<file path="config.mk">
export PLATFORM = sky130hd
export DESIGN_NAME = uart_tx_engine
export DESIGN_NICKNAME = d
export VERILOG_FILES = /design/src/rtl/uart_tx_engine.sv
export SDC_FILE = /design/constraint.sdc
export NUM_CORES = 1
export LEC_CHECK = 0
export CORE_ASPECT_RATIO = 0.7
export CORE_MARGIN = 10
export CORE_UTILIZATION = 55
export CTS_CLUSTER_SIZE = 28
export DETAILED_ROUTE_END_ITERATION = 10
export PLACE_DENSITY = 0.76
export SETUP_SLACK_MARGIN = 0.02
export SYNTH_ARGS = -nofsm -noshare
export SYNTH_HDL_FRONTEND = slang
export SYNTH_SLANG_ARGS = --single-unit
</file>
<file path="constraint.sdc">
create_clock -name i_clk -period 2.16 [get_ports i_clk]
set_clock_uncertainty 0.1 [all_clocks]
set_input_delay 0.432 -clock i_clk [delete_from_list [all_inputs] [get_ports i_clk]]
set_output_delay 0.432 -clock i_clk [all_outputs]
set_load 0.01 [all_outputs]
</file>
<file path="src/rtl/uart_tx_engine.sv">
// Purpose : UART transmitter that serialises one user word per valid/ready handshake
//           onto o_uart_tx: start bit, LSB-first data, optional parity, 1 or 2 stop bits.
// Latency : start bit is on the line the clock after the handshake edge; every line bit
//           lasts DIV = P_SYSTEM_CLK / P_UART_BUADRATE clocks.
// Backpressure: o_user_tx_ready is low for the whole frame and valid is ignored then.
//           Nothing is queued, so the upstream holds or re-issues the word.
// Ports   : i_clk, i_rst (async, active-high), i_user_tx_data/i_user_tx_valid/
//           o_user_tx_ready (user handshake), o_uart_tx (registered serial line, idles high).
module uart_tx_engine #(
  parameter int P_SYSTEM_CLK      = 50_000_000,
  parameter int P_UART_BUADRATE   = 9600,
  parameter int P_UART_DATA_WIDTH = 8,
  parameter int P_UART_STOP_WIDTH = 1,
  parameter int P_UART_CHECK      = 0
) (
  input  logic                         i_clk,
  input  logic                         i_rst,
  input  logic [P_UART_DATA_WIDTH-1:0] i_user_tx_data,
  input  logic                         i_user_tx_valid,
  output logic                         o_user_tx_ready,
  output logic                         o_uart_tx
);

  localparam int DIV = P_SYSTEM_CLK / P_UART_BUADRATE;
  localparam int CW  = (DIV > 2) ? $clog2(DIV) : 1;
  localparam int DW  = P_UART_DATA_WIDTH;

  // Unsupported configurations are rejected at elaboration.
  generate
    if (DW < 5 || DW > 8) begin : g_bad_dw
      $error("uart_tx_engine: P_UART_DATA_WIDTH must be 5..8");
    end
    if (P_UART_STOP_WIDTH != 1 && P_UART_STOP_WIDTH != 2) begin : g_bad_stop
      $error("uart_tx_engine: P_UART_STOP_WIDTH must be 1 or 2");
    end
    if (P_UART_CHECK < 0 || P_UART_CHECK > 2) begin : g_bad_check
      $error("uart_tx_engine: P_UART_CHECK must be 0, 1 or 2");
    end
    if (DIV < 2) begin : g_bad_div
      $error("uart_tx_engine: P_SYSTEM_CLK / P_UART_BUADRATE must be at least 2");
    end
  endgenerate

  typedef enum logic [2:0] {
    S_IDLE,
    S_START,
    S_DATA,
    S_PARITY,
    S_STOP
  } state_t;

  state_t          state_q;
  logic [CW-1:0]   baud_q;
  logic [2:0]      bit_q;
  logic [DW-1:0]   shift_q;
  logic            par_q;
  logic            tx_q;
  logic            rdy_q;
  logic            bit_end;

  // Last clock of the current line bit; every state change happens on this edge.
  assign bit_end = (baud_q == CW'(DIV - 1));

  assign o_uart_tx       = tx_q;
  assign o_user_tx_ready = rdy_q;

  always_ff @(posedge i_clk or posedge i_rst) begin
    if (i_rst) begin
      state_q <= S_IDLE;
      baud_q  <= '0;
      bit_q   <= '0;
      shift_q <= '0;
      par_q   <= 1'b0;
      tx_q    <= 1'b1;
      rdy_q   <= 1'b0;
    end else begin
      // Baud counter only runs while a frame is in flight.
      if (state_q == S_IDLE || bit_end) begin
        baud_q <= '0;
      end else begin
        baud_q <= baud_q + 1'b1;
      end

      case (state_q)
        S_IDLE: begin
          tx_q <= 1'b1;
          if (rdy_q && i_user_tx_valid) begin
            shift_q <= i_user_tx_data;
            // Parity is fixed at acceptance so later input changes cannot leak in.
            par_q   <= (P_UART_CHECK == 1) ? ~(^i_user_tx_data) : (^i_user_tx_data);
            rdy_q   <= 1'b0;
            tx_q    <= 1'b0;
            state_q <= S_START;
          end else begin
            // Also raises ready on the first edge after reset release.
            rdy_q <= 1'b1;
          end
        end

        S_START: begin
          if (bit_end) begin
            tx_q    <= shift_q[0];
            shift_q <= {1'b0, shift_q[DW-1:1]};
            bit_q   <= '0;
            state_q <= S_DATA;
          end
        end

        S_DATA: begin
          if (bit_end) begin
            if (bit_q == 3'(DW - 1)) begin
              bit_q <= '0;
              if (P_UART_CHECK != 0) begin
                tx_q    <= par_q;
                state_q <= S_PARITY;
              end else begin
                tx_q    <= 1'b1;
                state_q <= S_STOP;
              end
            end else begin
              tx_q    <= shift_q[0];
              shift_q <= {1'b0, shift_q[DW-1:1]};
              bit_q   <= bit_q + 1'b1;
            end
          end
        end

        S_PARITY: begin
          if (bit_end) begin
            tx_q    <= 1'b1;
            bit_q   <= '0;
            state_q <= S_STOP;
          end
        end

        S_STOP: begin
          if (bit_end) begin
            if (bit_q == 3'(P_UART_STOP_WIDTH - 1)) begin
              bit_q   <= '0;
              tx_q    <= 1'b1;
              rdy_q   <= 1'b1;
              state_q <= S_IDLE;
            end else begin
              bit_q <= bit_q + 1'b1;
            end
          end
        end

        default: begin
          tx_q    <= 1'b1;
          state_q <= S_IDLE;
        end
      endcase
    end
  end

endmodule

</file>
Yosys cells after proc, flatten, opt, wreduce, memory -nomap -nowiden
Cells that the tools add are included.

Add/subtract/negate cells: 2. Multipliers: 0. Div/mod/pow operators: 0. Order comparisons: 0. Equal/unequal tests: 15. Shift-type cells: 0. Muxes and demuxes: 29. Bitwise gates (word level): 0. Reduce and logical (&&, ||, !) cells: 13.

Operators by type and width (count): two-way mux 3 bit (12); two-way mux 8 bit (4); case mux 8 bit (3 select lines) (1); case mux 3 bit (5 select lines) (1); != test 2 bit (second input constant) (7); adder 13 x 1 -> 13 bit (second input constant) (1); == test 13 bit (second input constant) (1); two-way mux 13 bit (1); AND reduction 5 bit (2); case mux 3 bit (3 select lines) (1); two-way mux 1 bit (7); AND reduction 7 bit (1); == test 3 x 2 -> 1 bit (second input constant) (2); == test 3 bit (second input constant) (2); zero test 3 bit (2); nonzero test 3 bit (2); case mux 1 bit (5 select lines) (1); != test 2 x 1 -> 1 bit (second input constant) (2); AND reduction 4 bit (1); adder 3 x 1 -> 3 bit (second input constant) (1); == test 3 x 1 -> 1 bit (second input constant) (1); AND reduction 3 bit (1); case mux 1 bit (2 select lines) (1); nonzero test 2 bit (1); 3 further kinds (3).

Register bits after elaboration: 29. Bits in latches: 0. Bits in writable memories: 0. Bits in read-only memories: 0. Input port bits: 11. Output and inout bits: 2. Logic and storage cells: 65. Memories kept: 0.

Logic depth before layout (Yosys ltp)
Word-level depth: 4. Mapped depth: 6. Mapped depth without buffers: 6.

Least setup slack after synthesis
OpenSTA, ideal clock, no wires.

Path kind: flip-flop to flip-flop. Start: register baud_q[0]. End: register shift_q[0]. Setup time: 0.123 ns. Data arrival time: 1.657 ns. Data required time: 1.937 ns. Path slack: 0.280 ns. Stages on the path, launching flop included: 7. Buffers on the path: 1. Clock period less this slack: 1.880 ns. Cells stage by stage: dfrtp_1 ha_1 and4bb_2 and3_1 buf_6 o211a_4 o221a_1.

Longest elaborated chain between the ends: 3. Elaborated cells on any way between the ends: 4. Those cells by class: eq/ne: 3; reduce/logical: 1.

RTL lines: from (decl) (line 53) `logic [CW-1:0] baud_q;`; from (signal assigned) (line 81) `baud_q <= baud_q + 1'b1;`; == test 13 bit * (line 62) `assign bit_end = (baud_q == CW'(DIV - 1));`; != test 2 bit (no line); AND reduction 5 bit (no line) *; to (signal assigned) (line 88) `shift_q <= i_user_tx_data;`; to (signal assigned) (line 103) `shift_q <= {1'b0, shift_q[DW-1:1]};`; to (signal assigned) (line 122) `shift_q <= {1'b0, shift_q[DW-1:1]};`; to (decl) (line 55) `logic [DW-1:0] shift_q;`.

Mark *: on every way between the ends. The rest lies on a longest branch, timed or not. A chain may end at the register's enable or synchronous reset.

Worst setup path after layout
Start: register baud_q[0]. End: register shift_q[4].

Same word-level chain as after synthesis.

==> results.md <==
- Detailed placement ended at an HPWL of 2562 um.
- The slew at the pin with the worst max-slew slack is roughly 400 ps.
- The type of element launching the critical path is a flip-flop.
- From synthesis to final layout, the design area changed by 16.54%.
- The die covers 0.005530 sq mm.
- After layout, the design draws a total of 1831 uW.
- In the final routed layout, each cell accounts on average for about 17 um.
- The layout cell share with drive strength beyond 1 is 13.74%.
- The largest fanout on the critical path is 10.
- In the routed design, unresolved DRC markers number 0.
- The final-report setup violation count is 0.
- The average instance area after synthesis is 9.827 sq um.
- The tree is rooted in a sky130_fd_sc_hd__clkbuf_8.
- Counting I/O delays and the setup requirement, the final critical path takes between 1500 and 2000 ps.
- In this run, synthesis inferred 0 flip-flops with an integrated enable.
- Synthesis produced 164 cells.
- In this run, synthesis produced a sequential element count of 29.
- The data arrival time of the critical path is 2060 ps.
- The max-slew headroom at the worst pin is between 70% and 80%.
- In the routed layout, each cell is associated on average with a via count of about 6.1.
- The most used flip-flop cell after synthesis is sky130_fd_sc_hd__dfrtp_1.
- The overall die width is approximately 85 um.
- The final antenna-violating net count is 0.
- The final route contains ~1,300 vias.
- The final count of pins violating max slew was 0.
- The leakage power figure is 0.0007242 uW.
- The number of sinks handled by clock tree synthesis is 29.
- The floorplan has 16 rows.
- CTS built an H-tree with a depth of 2.
- The final layout contains routed wiring with a total length of 3601 um.
- The initial utilization of the core area, before any placement, comes to 57.50%.
- The maximum number of pins on one net before global-route repair is 30.
- Summed over all failing endpoints, the final setup total negative slack is 0 ps.
- By area the synthesized netlist is led by sky130_fd_sc_hd__dfrtp_1 (43%), sky130_fd_sc_hd__nor2_1 (6.5%), sky130_fd_sc_hd__xnor2_1 (5.4%).
- The max-capacitance violation count is 0.
- The final weighted congestion of routability-driven global placement is 0.8579.
- After clock tree synthesis, the clock-pin slew on the worst setup and hold paths is roughly 60 ps.
- The first global-routing pass estimated 6265 um of wire.
- The portion of synthesized cell area occupied by the leading cell type is between 40 and 50%.
- The number of antenna violations at the first check in global routing is 0.
- Based on the critical path, the design can be clocked at up to roughly 500 MHz.
- The worst-case hold slack is between 400 and 500 ps.
- Summed over all layers, the global routing overflow is 0.
- The final-layout fill cell count is about 230.
- The post-CTS resize count is 0.
- At the end of the flow, the number of nets in the layout was 196.
- After synthesis, the share of flip-flops with an asynchronous set or reset is 100.0%.
- In this run the tool buffered the top-level ports with 12 buffer cells.
- Counting every net in the synthesized netlist gives ~180.
- After the first detailed-routing iteration, the DRC count stood at 214.
- The clock buffer count from CTS is 5.
- Global routing consumed, over all layers together, between 10% and 20% of the routing resources.
- The worst setup path category is flip-flop to flip-flop.
- For this design, the CTS-stage hold fixing added 0 buffers.
- 13 I/O pins were placed.
- The path class of the tightest hold or removal check is flip-flop to flip-flop.
- The region available for standard cell placement spans 0.002803 sq mm.
- The number of buffers on the longest clock path is 2.
- The endpoint type of the worst setup path is a flip-flop.
- The repair_antennas step left the layout with diodes totalling 0.
- The number of endpoints with negative hold slack in the final report is 0.
- For this run, the detailed router's first-pass iteration total came to 4.
- The number of global-route vias before repair was 1,313.
- For the worst-skew pair, the clock arrives at the later sink with an insertion delay of 280 ps.
- The required time reported for the critical path endpoint is 2230 ps.
- The largest voltage drop on the vdd net is 0.5566 mV.
- TritonCTS built the clock tree.
- In this run the cell area of the synthesized design comes to roughly 0.0016 sq mm.
- For this run, the register share of the synthesized area comes to a little under half.
- The netlist uses 41 different library cells.
- The post-CTS repair timing setup buffer count is 0.
- Counting instances in the post-synthesis netlist gives the leading cell types as sky130_fd_sc_hd__dfrtp_1 (28), sky130_fd_sc_hd__nor2_1 (28), sky130_fd_sc_hd__nand2_1 (10), sky130_fd_sc_hd__xnor2_1 (10), sky130_fd_sc_hd__nand3_1 (8).
- The die is around 65 um tall.
- The share of the clock period used by the worst path after layout is 92.35%.
- Setup repair after global routing left no endpoint under its margin.
- In this run the power density over the cells is between 900 and 1000 mW/mm^2.
- The flow ran to the end, and the final reports show no timing, DRC or antenna violations.
- The synthesized design spends more area on one cell type than any other, namely sky130_fd_sc_hd__dfrtp_1.
- The Yosys step of the flow raised 0 warnings.
==> power by group <==
| part | internal, uW | switching, uW |
|---|---|---|
| clock | 375 | 205 |
| combinational | 217 | 217 |
| sequential | 692 | 125 |
==> through the flow <==
step	setup slack, ps	cell area, sq um	util [%]	std cells
6_report	165.2	1878	67.01	218
5_1_grt	113.1	1878	67.01	218
4_1_cts	59.46	1877	66.96	218
3_5_place_dp	72.59	1760	62.81	210
3_3_place_gp	221.2	1760	62.81	210
2_1_floorplan	279.8	1612	-	164
==> routing by layer <==
| layer | share of wire [%] | GRT usage [%] | wire [um] | vias to the layer above |
|---|---|---|---|---|
| li1 | - | - | - | 630 |
| met2 | 44 | 20.77 | 1601 | 51 |
| met4 | 1.5 | 5.738 | 53 | 0 |
| met5 | 0 | 0 | 0 | - |
| met1 | 47 | 16.92 | 1683 | 642 |
| met3 | 7.3 | 5.419 | 264 | 8 |
==> registers in the layout, summed over array words and instances, names as in the netlist <==
name	cells
baud_q	13
bit_q	3
o_uart_tx	1
o_user_tx_ready	1
shift_q	8
state_q	3
==> critical path, cell delays in order, from the launching register on <==
cell and delay (ps):
sky130_fd_sc_hd__dfrtp_1 410, sky130_fd_sc_hd__ha_1 270, sky130_fd_sc_hd__and4bb_2 280, sky130_fd_sc_hd__and3_2 260, sky130_fd_sc_hd__o211a_4 300, sky130_fd_sc_hd__o221a_1 250
==> final cells by class <==
class                   instances  area (sq um)  area share [%]
well taps                      36         45.04           2.398
repair buffers                 16         150.1           7.995
inverters                       7         26.28           1.399
multi-input cells             122         813.3           43.30
flip-flops and latches         29         726.9           38.71
clock inverters                 1         30.03           1.599
clock buffers                   7         86.33           4.597
==> cells in the final DEF (no fill, tap or decap), types with 5 or more instances in the layout <==
master,n
sky130_fd_sc_hd__nor2_1,28
sky130_fd_sc_hd__dfrtp_1,28
sky130_fd_sc_hd__clkdlybuf4s50_1,12
sky130_fd_sc_hd__nand2_1,10
sky130_fd_sc_hd__xnor2_1,10
sky130_fd_sc_hd__nand3_1,8
sky130_fd_sc_hd__inv_1,7
sky130_fd_sc_hd__o221a_1,7
sky130_fd_sc_hd__a21oi_1,6
sky130_fd_sc_hd__clkbuf_8,6
sky130_fd_sc_hd__nor4_1,5
sky130_fd_sc_hd__or3_2,5
==> path summary, 6_finish.rpt <==
kind                              end       from  slack (ps)  cells after the start
max reg2reg                shift_q[4]  baud_q[0]         170                      5
max in group asynchronous   o_uart_tx      i_rst        1240                      3
min                         baud_q[0]  baud_q[0]         400                      1
min reg2reg                 baud_q[0]  baud_q[0]         400                      1
min in group asynchronous  state_q[1]      i_rst         420                      3
max                        shift_q[4]  baud_q[0]         170                      5
==> cells by family (layout without fill, tap and decap cells) <==
| logic type | Yosys count | count (layout) | share of synthesized area, % |
|---|---|---|---|
| AND/OR/NAND/NOR | 77 | 77 | 25.78 |
| AO/OA/AOI/OAI | 29 | 29 | 14.99 |
| flip-flops | 29 | 29 | 45.11 |
| buffers and inverters | 13 | 31 | 4.503 |
| XOR/XNOR | 12 | 12 | 6.522 |
| adder cells (fa/ha/maj) | 4 | 4 | 3.106 |
No activity file was read; power rests on OpenSTA's default activity.
